**config.mk**
```make
export PLATFORM = sky130hd
export DESIGN_NAME = pipeline_flow_ctrl
export DESIGN_NICKNAME = d
export VERILOG_FILES = /design/src/rtl/pipeline_flow_ctrl.sv
export SDC_FILE = /design/constraint.sdc
export NUM_CORES = 1
export LEC_CHECK = 0
export BUFFER_PORTS_ARGS = -buffer_cell sky130_fd_sc_hd__buf_2
export CAP_MARGIN = 20
export CORE_ASPECT_RATIO = 0.75
export CORE_MARGIN = 1
export CORE_UTILIZATION = 55
export CTS_CLUSTER_DIAMETER = 80
export DETAILED_ROUTE_END_ITERATION = 10
export PLACE_DENSITY = 0.84
export SLEW_MARGIN = 20
export SYNTH_ARGS = -nofsm -noshare
export SYNTH_HDL_FRONTEND = slang
export SYNTH_SLANG_ARGS = --single-unit
```
**constraint.sdc**
```tcl
create_clock -name clk -period 5.5 [get_ports clk]
set_clock_uncertainty 0.2 [all_clocks]
set_input_delay 0.275 -clock clk [delete_from_list [all_inputs] [get_ports clk]]
set_output_delay 0.275 -clock clk [all_outputs]
set_load 0.01 [all_outputs]
```
**src/rtl/pipeline_flow_ctrl.sv**
```systemverilog
// Pipeline flow controller for the 5-stage core: turns hazard-unit stall/flush
// requests and memory wait states into stage enables, bubbles and PC redirects.
module pipeline_flow_ctrl #(
  parameter int XLEN  = 32,
  parameter int CNT_W = 16
) (
  input  logic             clk,
  input  logic             rst_n,
  input  logic             stall_pipeline,
  input  logic             flush_pipeline,
  input  logic [XLEN-1:0]  redirect_pc,
  input  logic             imem_ready,
  input  logic             dmem_ready,
  output logic             pc_write_en,
  output logic             pc_redirect_valid,
  output logic [XLEN-1:0]  pc_redirect,
  output logic             if_id_write_en,
  output logic             id_ex_write_en,
  output logic             ex_mem_write_en,
  output logic             if_id_valid,
  output logic             id_ex_valid,
  output logic [CNT_W-1:0] stall_cycles,
  output logic [CNT_W-1:0] flush_count
);

  typedef enum logic [1:0] {RUN, MEM_WAIT, FLUSH_APPLY} state_t;

  state_t            state, state_nxt;
  logic              pend_flush, pend_flush_nxt;
  logic [XLEN-1:0]   pend_pc, pend_pc_nxt;
  logic              if_id_valid_nxt, id_ex_valid_nxt;
  logic              flush_applied;
  logic              run_decode;
  logic              pc_we, if_we, id_we, exm_we, redir_v;
  logic [XLEN-1:0]   redir;

  function automatic logic [CNT_W-1:0] sat_inc(input logic [CNT_W-1:0] v);
    if (&v) return v;
    return v + {{(CNT_W-1){1'b0}}, 1'b1};
  endfunction

  always_comb begin
    state_nxt       = state;
    pend_flush_nxt  = pend_flush;
    pend_pc_nxt     = pend_pc;
    if_id_valid_nxt = if_id_valid;
    id_ex_valid_nxt = id_ex_valid;
    flush_applied   = 1'b0;
    run_decode      = 1'b0;
    pc_we           = 1'b0;
    if_we           = 1'b0;
    id_we           = 1'b0;
    exm_we          = 1'b0;
    redir_v         = 1'b0;
    redir           = redirect_pc;

    case (state)
      RUN: begin
        if (flush_pipeline && dmem_ready) begin
          redir_v         = 1'b1;
          pc_we           = 1'b1;
          if_we           = 1'b1;
          id_we           = 1'b1;
          exm_we          = 1'b1;
          if_id_valid_nxt = 1'b0;
          id_ex_valid_nxt = 1'b0;
          flush_applied   = 1'b1;
        end else if (!dmem_ready) begin
          state_nxt = MEM_WAIT;
          if (flush_pipeline) begin
            pend_flush_nxt = 1'b1;
            pend_pc_nxt    = redirect_pc;
          end
        end else begin
          run_decode = 1'b1;
        end
      end
      MEM_WAIT: begin
        // Earliest flush request during the wait is the one that gets applied.
        if (flush_pipeline && !pend_flush) begin
          pend_flush_nxt = 1'b1;
          pend_pc_nxt    = redirect_pc;
        end
        if (dmem_ready) begin
          run_decode = 1'b1;
          state_nxt  = (pend_flush || flush_pipeline) ? FLUSH_APPLY : RUN;
        end
      end
      FLUSH_APPLY: begin
        redir_v         = 1'b1;
        redir           = pend_pc;
        pc_we           = 1'b1;
        if_we           = 1'b1;
        id_we           = 1'b1;
        exm_we          = 1'b1;
        if_id_valid_nxt = 1'b0;
        id_ex_valid_nxt = 1'b0;
        pend_flush_nxt  = 1'b0;
        flush_applied   = 1'b1;
        state_nxt       = RUN;
      end
      default: state_nxt = RUN;
    endcase

    // Shared non-flush decode: load-use stall, then fetch wait, then normal.
    if (run_decode) begin
      id_we  = 1'b1;
      exm_we = 1'b1;
      if (stall_pipeline) begin
        id_ex_valid_nxt = 1'b0;
      end else if (!imem_ready) begin
        if_we           = 1'b1;
        if_id_valid_nxt = 1'b0;
        id_ex_valid_nxt = if_id_valid;
      end else begin
        pc_we           = 1'b1;
        if_we           = 1'b1;
        if_id_valid_nxt = 1'b1;
        id_ex_valid_nxt = if_id_valid;
      end
    end
  end

  assign pc_write_en       = rst_n & pc_we;
  assign if_id_write_en    = rst_n & if_we;
  assign id_ex_write_en    = rst_n & id_we;
  assign ex_mem_write_en   = rst_n & exm_we;
  assign pc_redirect_valid = rst_n & redir_v;
  assign pc_redirect       = redir;

  always_ff @(posedge clk or negedge rst_n) begin
    if (!rst_n) begin
      state        <= RUN;
      pend_flush   <= 1'b0;
      pend_pc      <= '0;
      if_id_valid  <= 1'b0;
      id_ex_valid  <= 1'b0;
      stall_cycles <= '0;
      flush_count  <= '0;
    end else begin
      state       <= state_nxt;
      pend_flush  <= pend_flush_nxt;
      pend_pc     <= pend_pc_nxt;
      if_id_valid <= if_id_valid_nxt;
      id_ex_valid <= id_ex_valid_nxt;
      if (!pc_we)        stall_cycles <= sat_inc(stall_cycles);
      if (flush_applied) flush_count  <= sat_inc(flush_count);
    end
  end

endmodule

```
# == Word-level counts from Yosys, hierarchy flattened ==
# Cells that the tools add are included.
# word_totals
regBits,69
input_bits,38
output_inout_bits,71
word_cells,82
# op_classes
add_sub_neg,2
eq_ne,10
muxes,42
n_bitwise,5
n_reduce_logical,16
# ops
operator,count
$mux 32,5
$pmux 32 s2,1
$add 16x1->16 const B,2
$mux 16,2
$reduce_and 16->1,2
$mux 1,24
$ne 2x2->1 const B,7
$reduce_and 5->1,2
$mux 2,4
$pmux 1 s2,4
$reduce_and 2->1,3
$reduce_bool 3->1,2
$and 1x1->1,4
$pmux 2 s2,1
$ne 3x3->1 const B,1
$pmux 1 s3,1
$reduce_and 3->1,1
$eq 2x1->1 const B,1
$eq 2x2->1 const B,1
$logic_and 1x1->1,2
$logic_not 2->1,1
$reduce_bool 2->1,1
$logic_not 1->1,1
$logic_or 1x1->1,1
$not 1->1,1

# == Longest topological paths before layout ==
# Gate-level depths: netlist (run 1).
# depth
depth_word,9
mapped_depth,6
mapped_depth_nobuf,5

# == Worst setup path after synthesis (run 1) ==
# OpenSTA, ideal clock, no wires.
# synth_timing
path_type,reg-to-reg
from,register flush_count[0]
to,register flush_count[2]
setup_ps,133
arrival_time_ps,1478
t_required_ps,5167
slack_ps,3689
stages_incl_launch_ff,7
n_path_buf,1
synth_period_minus_slack_ps,1811
cell_sequence,dfrtp_1 ha_1 nand3_1 nor4_2 buf_4 nor3b_1 xor2_1
# synth_via
elab_chain_len,5
elab_cells_between_ends,7
classes_between,1 x add/sub; 1 x eq/ne; 3 x mux; 2 x reduce/logical
# synth_lines
element,line,text
start: declaration,23,output logic [CNT_W-1:0] flush_count
start signal: assignment,147,if (flush_applied) flush_count <= sat_inc(flush_count);
"parallel branches: the longest is 5 deep, another holds $add 16x1->16",--,
# Several ways; the timed one is not identified. The select of a mux whose other input is x is not followed.
# A chain may end at the register's enable or synchronous reset.

# == Final worst setup path (run 1) ==
# layout_timing
from,input port dmem_ready
to,output port pc_redirect_valid
# layout_via
elab_chain_len,4
# layout_lines
element,line,text
start: declaration,13,"input logic dmem_ready,"
$logic_and 1x1->1,59,if (flush_pipeline && dmem_ready) begin
$mux 1,59,
$pmux 1 s2,57,case (state)
$and 1x1->1,128,assign pc_redirect_valid = rst_n & redir_v;
end: declaration,15,"output logic pc_redirect_valid,"
# Every way passes these cells.

==> results by group, run 1 <==
Detailed routing
  • ANT nets after route: 0
  • Met2 WL: 3988 um
  • Residual DRC: 0
  • Met3 WL post-DR: 392 um
  • Vias: 2740
  • Wire per inst: 15.31 um
  • Met1 Routed Length: 3376 um
  • Vias per inst: 5.383
  • First-pass iteration count of the detailed router: 4
  • DRT iter0 DRCs: 84
  • DR top layer: met4
  • Post-Route WL: 7791 um

GRT
  • Largest net degree at the start of global routing: 71
  • Global-route wire length before repair: 12780 um
  • All-layer global routing usage: 24.99%
  • Initial antenna violation count: 0
  • Number of global-route vias before repair: 2690
  • Grt ovf: 0

STA
  • Max-slew headroom: 41.63%
  • Minimum clock period: 2608 ps
  • Worst-margin pin slew: 875.5 ps
  • Ratio of final minimum period to clock period: 47.42%
  • Final Hold Vio Count: 8
  • Fin Hold WS: -29.58 ps
  • Final setup vio count: 0
  • Final setup TNS: 0 ps
  • Maximum clock frequency: 0.3834 GHz
  • Unrepaired setup endpoints after global routing: false
  • Max Slew Vio Count: 0

Yosys
  • Synth Warn #: 0
  • Post-synthesis compound-gate area fraction: 3.175%
  • Adder-cell area share of the yosys netlist: 0.7135%
  • Post-Synth XOR/XNOR Area: 7.492%
  • Main combinational cell family by area after synthesis: multiplexers
  • Syn avg cell area: 12.48 um2
  • Unique cell type count in the Yosys netlist: 41
  • Synthesized netlist cell count: 281
  • Synth Register Bits: 69
  • Syn_nets: 321
  • Mapped cell area: 0.003507 mm2
  • Simple-gate share of the synthesized area: 15.38%
  • Mux contribution to synthesized area: 21.48%
  • Sequential area share after synthesis: 49.23%

Cells and area
  • ANT cells: 0
  • Fillers: 407
  • Nets: 466
  • Reg area: 0.001727 mm2
  • Layout cells sized above 1: 47.33%
  • Area of the multi-input gates: 0.001703 mm2
  • Most frequent cells in the layout: 108 x buf_2, 69 x dfrtp_1, 64 x mux2_2
  • Area Overhead vs Synth: 31.89%
  • Commonest non-fill, non-tap cell in the layout: buf_2
  • Final design utilization: 77.41%

Clock tree
  • Worst-path clk slew: 70 ps
  • CTS tree: yes
  • Post-CTS Setup Bufs: 0
  • Clk buf depth: 2
  • Post_cts resized: 0
  • Clock Latency Late Sink: 340 ps
  • CTS sink count: 69
  • CTS HTree Levels: 3
  • Total CTS buffers: 9
  • Clk root buf: clkbuf_8
  • CTS Hold Buffers Added: 34

Worst setup path
  • CP max FO: 10
  • Worst path required time: 5030 ps
  • Worst Path Arrival: 2130 ps
  • CP startpoint kind: input pin
  • Worst path top cell family by delay: buffers and inverters
  • Buf/Inv on CP: 3
  • Top cell by count, worst path: buf_2
  • CP peak stage delay: 600 ps
  • Crit-path cells: dlygate4sd3_1, buf_2, a21oi_2, or2_0, nor2_1, buf_2
  • Worst path slowest cell: or2_0
  • Endpoint type of the worst setup path: output port
  • Setup CP Type: in2out

Floorplan
  • Io pins: 109
  • FP Rows: 24
  • Core area: 0.005976 mm2
  • Die area: 0.006703 mm2
  • Die H: 71.16 um
  • Starting Density: 58.69%
  • Die width: 94.21 um

Power
  • Max VDD drop: 257.4 uV
  • Pwr/cell area: 336.7 mW/mm2
  • Leakage power: 2.184 nW

Placement
  • Detailed placement HPWL: 5286 um
  • Gpl congestion: 0.8590
  • Port Buf Inserts: 108

Outcome
  • Failing checks: hold timing
  • Status: finished with violations

Hold path
  • Worst hold path type: in2async

Job
  • Max-Cap Viols: 0
-- cells in the mapped netlist --
master | n | area [um2]
nand3_1 | 8 | 40.04
xnor2_1 | 5 | 43.79
nor4b_2 | 2 | 30.03
nand3b_1 | 3 | 22.52
nor3_4 | 1 | 16.27
mux2i_1 | 1 | 10.01
nand2_1 | 12 | 45.04
nand4_1 | 7 | 43.79
or3_1 | 1 | 6.260
a22o_1 | 1 | 8.760
or3b_1 | 1 | 8.760
or2_1 | 1 | 6.260
and4_1 | 3 | 26.28
and2_1 | 2 | 12.51
dfrtp_1 | 69 | 1727
o2111ai_2 | 1 | 15.01
a21oi_1 | 6 | 30.03
nor3b_1 | 2 | 15.01
a21oi_2 | 1 | 8.760
nor4_4 | 1 | 21.27
mux2_1 | 2 | 22.52
buf_2 | 7 | 35.03
nand4bb_1 | 1 | 11.26
xor2_1 | 25 | 219.0
o21ai_0 | 2 | 10.01
nor2_1 | 7 | 26.28
ha_1 | 2 | 25.02
inv_1 | 7 | 26.28
clkbuf_2 | 1 | 5.000
nor4_1 | 6 | 37.54
nand4_2 | 2 | 25.02
a211oi_1 | 4 | 30.03
nor4_2 | 5 | 62.56
buf_4 | 3 | 22.52
nor3_1 | 6 | 30.03
mux2_2 | 64 | 720.7
or2_0 | 1 | 6.260
o21ai_2 | 1 | 8.760
nor2b_1 | 4 | 25.02
nand4b_1 | 1 | 8.760
nand2b_1 | 2 | 12.51
-- per-layer routing --
metal  track usage, %  vias up
met4            6.154        0
met3            6.882        4
li1                 -     1303
met2            42.03       78
met1            32.12     1355
met5                0        -
-- flip-flops by register name, indices dropped and copies added (netlist names) --
name and count:
pend_pc 32, pend_flush 1, if_id_valid 1, id_ex_valid 1, stall_cycles 16, state 2
flush_count 16
-- logic make-up after synthesis --
family                   Yosys count
AND/OR/NAND/NOR                   79
flip-flops                        69
multiplexers                      67
XOR/XNOR                          30
buffers and inverters             18
AO/OA/AOI/OAI                     16
adder cells (fa/ha/maj)            2
-- per-stage QoR --
step | hold WS [ps] | area [um2] | total power, mW | cells | setup slack, ps
after CTS | 12.07 | 4617 | 1.570 | 509 | 2860
final | -29.58 | 4626 | 1.557 | 509 | 2892
after global routing | 39.38 | 4626 | 1.657 | 509 | 2742
after global placement | 277.6 | 4108 | 1.161 | 459 | 3029
after detailed placement | 289.7 | 4108 | 1.186 | 459 | 2923
after floorplan | -220.6 | 3507 | 1.013 | 281 | 3689
-- power by group --
group | switching [mW] | leakage, nW | internal (mW) | total, mW
logic | 0.211 | 1.26 | 0.227 | 0.438
clock network | 0.184 | 0.0901 | 0.175 | 0.359
registers | 0.121 | 0.832 | 0.639 | 0.760
-- path summary, 6_finish.rpt --
check | depth (start not counted) | end | start | slack [ps]
worst max register to register | 5 | flush_count[1]$_DFFE_PN0P_ | flush_count[1]$_DFFE_PN0P_ | 3200
worst min register to register | 1 | flush_count[14]$_DFFE_PN0P_ | flush_count[14]$_DFFE_PN0P_ | 300
min in group clk | 3 | state[1]$_DFFE_PN0P_ | flush_pipeline | 70
worst max-delay path | 6 | pc_redirect_valid | dmem_ready | 2890
max in group asynchronous | 2 | pend_pc[20]$_DFFE_PN0P_ | rst_n | 4540
worst min-delay path | 2 | flush_count[15]$_DFFE_PN0P_ | rst_n | -30
-- area by class of cell --
type                            instances  share of cell area, %
Sequential cell                        69                  37.33
Multi-Input combinational cell        194                  36.81
Timing Repair Buffer                  145                  19.53
Clock buffer                           12                  3.138
Tap cell                               78                  2.110
Inverter                                7                 0.5680
Clock inverter                          4                 0.5139
Note: power is estimated with default switching activity, not from simulation.
==> inputs of run 2 (changes only) <==
- ABC_AREA: default -> 1
- CORE_UTILIZATION: 55 -> 53
- PLACE_DENSITY: 0.84 -> 0.8
- clock period: 5.5 -> 2.6 ns (I/O delays scaled with it)
==> run 2 against run 1 <==
- the run now ends clean
- combinational power grew 130%
- area after synthesis grew 12%
- die area rose by 16%
- non-clock buffer count grew 6
- first-iteration DRC count rose by 140%
- synthesized cell count grew 95%
- hold slack better by 79 ps
- utilization down 4.3 points
- worst setup slack got worse by 2800 ps
- routed wire length increased by 25%
- critical path type is now reg2reg
==> results by group, run 2 <==
Floorplan
  • Io pins: 109 (unchanged)
  • Starting Density: 56.35% (-2.3 points)
  • Die H: 76.68 um (+7.8%)
  • Core area: 0.006994 mm2 (+17%)
  • Die area: 0.007789 mm2 (+16%)
  • Die width: 101.6 um (+7.8%)
  • FP Rows: 26 (+8.3%)

Clock tree
  • Total CTS buffers: 9 (unchanged)
  • Clock Latency Late Sink: 350 ps (about the same)
  • Clk buf depth: 2 (unchanged)
  • Post-CTS Setup Bufs: 0 (unchanged)
  • CTS Hold Buffers Added: 39 (+15%)
  • Worst-path clk slew: 70 ps (about the same)
  • CTS sink count: 69 (unchanged)
  • CTS tree: yes
  • Clk root buf: clkbuf_8
  • CTS HTree Levels: 3 (unchanged)
  • Post_cts resized: 0 (unchanged)

Power
  • Switching pwr: 1.248 mW (+140%)
  • Leakage power: 2.646 nW (+21%)
  • Share of power burned in registers: 46.1% (-2.7 points)
  • Pwr/cell area: 672.3 mW/mm2 (+100%)
  • Final Power: 3.437 mW (+120%)
  • Int Pwr: 2.189 mW (+110%)
  • Clock power frac: 24.7% (+1.6 points)
  • Comb power frac: 29.2% (+1.1 points)
  • Max VDD drop: 490.8 uV (+91%)
  • Sw Ratio: 36.31% (+3.1 points)

Yosys
  • Synth Warn #: 0 (unchanged)
  • Area leader, netlist: dfrtp_1
  • Syn_nets: 587 (+83%)
  • Syn avg cell area: 7.205 um2 (-42%)
  • Yosys top cell area share: 43.81% (-5.4 points)
  • Post-synth top cells: 211 x nand2_1, 69 x dfrtp_1, 68 x o21ai_0
  • Unique cell type count in the Yosys netlist: 29 (-29%)
  • Sequential area share after synthesis: 43.81% (-5.4 points)
  • Dominant synthesized flop cell: dfrtp_1
  • Area contributors post-synth: dfrtp_1 44%, nand2_1 20%, o21ai_0 8.6%, inv_1 5.5%, nor2_1 3.2%
  • Synthesized netlist cell count: 547 (+95%)
  • Most numerous cell in the Yosys netlist: nand2_1
  • Asr flop ratio synth: 100.0% (unchanged)
  • Number of synthesized flops with an enable pin: 0 (unchanged)
  • Synth Register Bits: 69 (unchanged)
  • Mapped cell area: 0.003941 mm2 (+12%)

Worst setup path
  • Buf/Inv on CP: 3 (unchanged)
  • Worst Setup SP: state[1]$_DFFE_PN0P_
  • Setup CP Type: reg2reg
  • CP peak stage delay: 570 ps (-30 ps)
  • Worst path slowest cell: dlygate4sd3_1
  • CP max FO: 5 (-5)
  • CP startpoint kind: register
  • Endpoint type of the worst setup path: register
  • Worst Path Arrival: 2560 ps (+430 ps)
  • Worst r2r src: state[1]$_DFFE_PN0P_
  • Worst path top cell family by delay: buffers and inverters
  • Worst path required time: 2680 ps (-2350 ps)
  • Crit-path cells: inv_2, nand2_2, a21oi_1, nand3_1, dlygate4sd3_1, nand2_1, dlygate4sd3_1
  • Top cell by count, worst path: dlygate4sd3_1

Cells and area
  • Nets: 731 (+57%)
  • Top reg by flops: pend_pc
  • Biggest registers after layout: pend_pc (32), flush_count (16), stall_cycles (16)
  • Area of the multi-input gates: 0.001863 mm2 (+9.4%)
  • Max reg flops: 32 (unchanged)
  • Most frequent cells in the layout: 211 x nand2_1, 108 x buf_2, 69 x dfrtp_1
  • Area Overhead vs Synth: 29.71%
  • Fillers: 546 (+34%)
  • ANT cells: 0 (unchanged)
  • Commonest non-fill, non-tap cell in the layout: nand2_1
  • Design Area, Final: 0.005112 mm2 (+11%)
  • Layout cells sized above 1: 22.27% (-25 points)
  • Reg area: 0.001727 mm2 (unchanged)

Detailed routing
  • Met3 WL post-DR: 686 um (+75%)
  • ANT nets after route: 0 (unchanged)
  • Vias: 3918 (+43%)
  • First-pass iteration count of the detailed router: 5 (+1)
  • Met2 WL: 4419 um (+11%)
  • Vias per inst: 4.935 (-8.3%)
  • Met1 Routed Length: 4519 um (+34%)
  • DRT iter0 DRCs: 198 (+140%)
  • Residual DRC: 0 (unchanged)
  • Post-Route WL: 9741 um (+25%)
  • Wire per inst: 12.27 um (-20%)
  • DR top layer: met4

STA
  • Maximum clock frequency: 0.4043 GHz
  • Unrepaired setup endpoints after global routing: false
  • Worst setup margin: 126.7 ps (-2765 ps)
  • Worst-margin pin slew: 725.4 ps (-150.1 ps)
  • Minimum clock period: 2473 ps
  • Ratio of final minimum period to clock period: 95.13%
  • Final setup TNS: 0 ps (unchanged)
  • Final Hold Vio Count: 0 (-8)
  • Max Slew Vio Count: 0 (unchanged)
  • Final setup vio count: 0 (unchanged)
  • Max-slew headroom: 51.64% (+10 points)

Job
  • Max-Cap Viols: 0 (unchanged)

Placement
  • Port Buf Inserts: 108 (unchanged)
  • Dpl ws: 632.8 ps (-2290 ps)
  • Post-DP Area: 0.004531 mm2 (+10%)
  • Detailed placement HPWL: 6601 um (+25%)
  • Gpl congestion: 0.9492 (+11%)

Outcome
  • Status: finished, final reports clean

GRT
  • Initial antenna violation count: 0 (unchanged)
  • Grt ovf: 0 (unchanged)
  • Largest net degree at the start of global routing: 66 (-7.0%)
  • All-layer global routing usage: 26.44% (+1.5 points)
  • Global-route wire length before repair: 16040 um (+25%)
  • Number of global-route vias before repair: 3512 (+31%)

Hold path
  • Worst hold path type: in2async
## run 2: cell count changes in the layout (fill, tap and decap cells not counted), sizes merged, moves of 4 or more
| cell | before | now |
|---|---|---|
| nor4 | 12 | 0 |
| nand3 | 8 | 22 |
| xor2 | 25 | 2 |
| dlygate4sd3 | 34 | 39 |
| o21ai | 3 | 83 |
| mux2 | 66 | 0 |
| nor2b | 4 | 0 |
| inv | 7 | 65 |
| nor2 | 7 | 40 |
| nor3 | 7 | 0 |
| a21oi | 7 | 2 |
| nand2 | 12 | 219 |
| xnor2 | 5 | 11 |
## run 2: logic make-up after synthesis
| logic type | Yosys count | synth area share (%) |
|---|---|---|
| XOR/XNOR | 13 | 2.889 |
| buffers and inverters | 84 | 9.047 |
| AO/OA/AOI/OAI | 87 | 11.81 |
| flip-flops | 69 | 43.81 |
| AND/OR/NAND/NOR | 292 | 31.81 |
| adder cells (fa/ha/maj) | 2 | 0.6348 |
## run 2: path summary, 6_finish.rpt
path | to | slack, ps | cells past startpoint
hold / removal | stall_cycles[2]$_DFFE_PN0P_ | 50 | 2
setup reg to reg | if_id_valid$_DFF_PN0_ | 130 | 7
min in group clk | pend_pc[7]$_DFFE_PN0P_ | 290 | 2
setup / recovery | if_id_valid$_DFF_PN0_ | 130 | 7
hold reg to reg | pend_pc[7]$_DFFE_PN0P_ | 290 | 2
max in group asynchronous | stall_cycles[13]$_DFFE_PN0P_ | 1100 | 3
## run 2: layout make-up
| cell class | instances | share of cell area [%] |
|---|---|---|
| clock buffers | 10 | 2.496 |
| clock inverters | 6 | 1.248 |
| inverters | 66 | 4.846 |
| multi-input cells | 394 | 36.44 |
| flip-flops and latches | 69 | 33.77 |
| well taps | 98 | 2.398 |
| repair buffers | 151 | 18.80 |
## run 2: layer usage
layer	vias to the layer above	global-route usage (%)
met1	1759	35.16
met4	0	6.377
met3	12	8.022
met2	142	42.23
li1	2005	-
met5	-	0
## run 2: power by group through the flow
| stage | clock (mW) | combinational [mW] | sequential, mW |
|---|---|---|---|
| after floorplan | 0 | 0.597 | 1.61 |
| after global placement | 0 | 0.917 | 1.59 |
| after detailed placement | 0 | 0.950 | 1.60 |
| after CTS | 0.874 | 1.00 | 1.58 |
| after global routing | 0.919 | 1.15 | 1.63 |
| final | 0.851 | 1.00 | 1.58 |
## run 2: per-stage QoR
| step | hold WS, ps | utilization, % | cells |
|---|---|---|---|
| 2_1_floorplan | -365.6 | - | 547 |
| 3_3_place_gp | -136.8 | 64.78 | 739 |
| 3_5_place_dp | -134.9 | 64.78 | 739 |
| 4_1_cts | 22.45 | 73.09 | 794 |
| 5_1_grt | 54.39 | 73.09 | 794 |
| 6_report | 49.31 | 73.09 | 794 |
==> inputs of run 3 (changes only) <==
- BUFFER_PORTS_ARGS: -buffer_cell sky130_fd_sc_hd__buf_2 -> -buffer_cell sky130_fd_sc_hd__buf_4
- CELL_PAD_IN_SITES_DETAIL_PLACEMENT: default -> 0
- CELL_PAD_IN_SITES_GLOBAL_PLACEMENT: default -> 1
- CORE_UTILIZATION: 53 -> 37
- PLACE_DENSITY: 0.8 -> 0.79
==> run 3 against run 2 <==
- critical path depth stayed put
- critical path type unchanged
- highest routed layer unchanged
- flip-flop and latch count stayed put
- final cell count up 4.8%
- power rose by 15%
- combinational power is 10% higher
- design area up 8.6%
==> results by group, run 3 (synthesis gave the netlist of run 2 again) <==
Outcome
  • Status: finished, final reports clean

STA
  • Max-slew headroom: 64.74% (+13 points)
  • Unrepaired setup endpoints after global routing: false
  • Fin Hold WS: 19.55 ps (-29.76 ps)
  • Final Hold Vio Count: 0 (unchanged)
  • Final setup vio count: 0 (unchanged)
  • Minimum clock period: 2465 ps (-7.826 ps)
  • Final setup TNS: 0 ps (unchanged)
  • Max Slew Vio Count: 0 (unchanged)
  • Ratio of final minimum period to clock period: 94.83% (-0.30 points)
  • Worst-margin pin slew: 528.9 ps (-196.5 ps)
  • Maximum clock frequency: 0.4056 GHz (+0.32%)

Placement
  • Detailed placement HPWL: 7091 um (+7.4%)
  • Gpl congestion: 0.8168 (-14%)
  • Port Buf Inserts: 108 (unchanged)

Cells and area
  • Area Overhead vs Synth: 40.83%
  • ANT cells: 0 (unchanged)
  • Commonest non-fill, non-tap cell in the layout: nand2_1
  • Most frequent cells in the layout: 211 x nand2_1, 112 x buf_4, 69 x dfrtp_1
  • Nets: 731 (unchanged)
  • Biggest registers after layout: pend_pc (32), flush_count (16), stall_cycles (16)
  • Top reg by flops: pend_pc
  • Layout cells sized above 1: 22.41% (+0.14 points)
  • Max reg flops: 32 (unchanged)

GRT
  • M2 GR Usage: 29.95% (-12 points)
  • M1 GR Usage: 27.73% (-7.4 points)
  • Grt ovf: 0 (unchanged)
  • GRT Max-Usage Layer: met2
  • Number of global-route vias before repair: 3567 (+1.6%)
  • Initial antenna violation count: 0 (unchanged)
  • Largest net degree at the start of global routing: 66 (unchanged)
  • All-layer global routing usage: 19.60% (-6.8 points)
  • Met3 Use GR: 4.397% (-3.6 points)
  • Global-route wire length before repair: 16990 um (+5.9%)

Clock tree
  • Total CTS buffers: 9 (unchanged)
  • Worst-path clk slew: 60 ps (about the same)
  • Clk root buf: clkbuf_16
  • Clk buf depth: 2 (unchanged)
  • Post-CTS Setup Bufs: 0 (unchanged)
  • CTS sink count: 69 (unchanged)
  • Clock Latency Late Sink: 330 ps (-20 ps)
  • Post_cts resized: 0 (unchanged)
  • CTS HTree Levels: 3 (unchanged)
  • CTS tree: yes

Floorplan
  • Core area: 0.01033 mm2 (+48%)
  • FP Rows: 32 (+23%)
  • Io pins: 109 (unchanged)
  • Die area: 0.01107 mm2 (+42%)
  • Starting Density: 38.15% (-18 points)
  • Die width: 121.2 um (+19%)
  • Die H: 91.38 um (+19%)

Worst setup path
  • Worst path top cell family by delay: buffers and inverters
  • Endpoint type of the worst setup path: register
  • CP max FO: 5 (unchanged)
  • Top cell by count, worst path: dlygate4sd3_1
  • Crit-path cells: inv_2, nand2_2, a21oi_1, nand3_1, dlygate4sd3_1, nand2_1, dlygate4sd3_1
  • Setup CP Type: reg2reg
  • Worst path slowest cell: dlygate4sd3_1
  • Worst Path Arrival: 2530 ps (-30 ps)
  • Buf/Inv on CP: 3 (unchanged)
  • CP startpoint kind: register
  • CP peak stage delay: 570 ps (about the same)
  • Worst path required time: 2670 ps (about the same)
  • R2r setup slk: 130 ps (about the same)

Detailed routing
  • Vias: 3831 (-2.2%)
  • ANT nets after route: 0 (unchanged)
  • Wire per inst: 12.29 um (+0.16%)
  • Vias per inst: 4.605 (-6.7%)
  • Residual DRC: 0 (unchanged)
  • DRT iter0 DRCs: 214 (+8.1%)
  • Post-Route WL: 10220 um (+5.0%)
  • First-pass iteration count of the detailed router: 4 (-1)

Job
  • Max-Cap Viols: 0 (unchanged)

Power
  • Max VDD drop: 494.4 uV (+0.74%)
  • Pwr/cell area: 712.5 mW/mm2 (+6.0%)
  • Leakage power: 2.764 nW (+4.5%)
  • Final Power: 3.954 mW (+15%)

Hold path
  • Worst hold path type: in2async
[run 3: repair_timing]
| action | CTS | global route |
|---|---|---|
| hold endpoints to repair | 105 | 0 |
| endpoints found under the setup margin | 0 | 0 |
| hold buffers | 39 | 0 |
[run 3: final timing paths]
kind / start / to / cells after the start
worst max-delay path: state[1]$_DFFE_PN0P_ / if_id_valid$_DFF_PN0_ / 7
worst max register to register: state[1]$_DFFE_PN0P_ / if_id_valid$_DFF_PN0_ / 7
worst min-delay path: rst_n / stall_cycles[6]$_DFFE_PN0P_ / 2
worst min register to register: pend_pc[27]$_DFFE_PN0P_ / pend_pc[27]$_DFFE_PN0P_ / 2
min in group clk: pend_pc[27]$_DFFE_PN0P_ / pend_pc[27]$_DFFE_PN0P_ / 2
max in group asynchronous: rst_n / state[0]$_DFFE_PN0P_ / 3
[run 3: layout make-up]
| class | instances | area [um2] |
|---|---|---|
| inverter | 66 | 247.7 |
| sequential | 69 | 1727 |
| timing repair buffer | 151 | 1231 |
| fill | 980 | 4780 |
| clock inverter | 5 | 58.81 |
| multi-input combinational | 394 | 1863 |
| tap | 136 | 170.2 |
| clock buffer | 11 | 252.7 |
[run 3: power breakdown]
part / switching [mW] / total [mW] / internal, mW
Combinational: 0.589 / 1.10 / 0.511
Clock: 0.460 / 1.25 / 0.794
Sequential: 0.261 / 1.60 / 1.34
Total: 1.31 / 3.95 / 2.64
[run 3: metrics by stage]
| step | std cells | util [%] | instance area, um2 | worst slack, ps |
|---|---|---|---|---|
| after global routing | 832 | 53.73 | 5550 | 24.44 |
| after detailed placement | 777 | 46.94 | 4848 | 640.4 |
| after global placement | 777 | 46.94 | 4848 | 703.4 |
| after floorplan | 547 | - | 3941 | 810.0 |
| final | 832 | 53.73 | 5550 | 134.5 |
| after CTS | 832 | 53.73 | 5550 | 141.5 |
[run 3: layer usage]
layer  share of wire [%]  vias to the layer above  wire length [um]
li1                    -                     2006                 -
met3                 4.5                       11               458
met5                   0                        -                 0
met2                  43                       83              4447
met1                  51                     1731              5214
met4                 1.0                        0               104
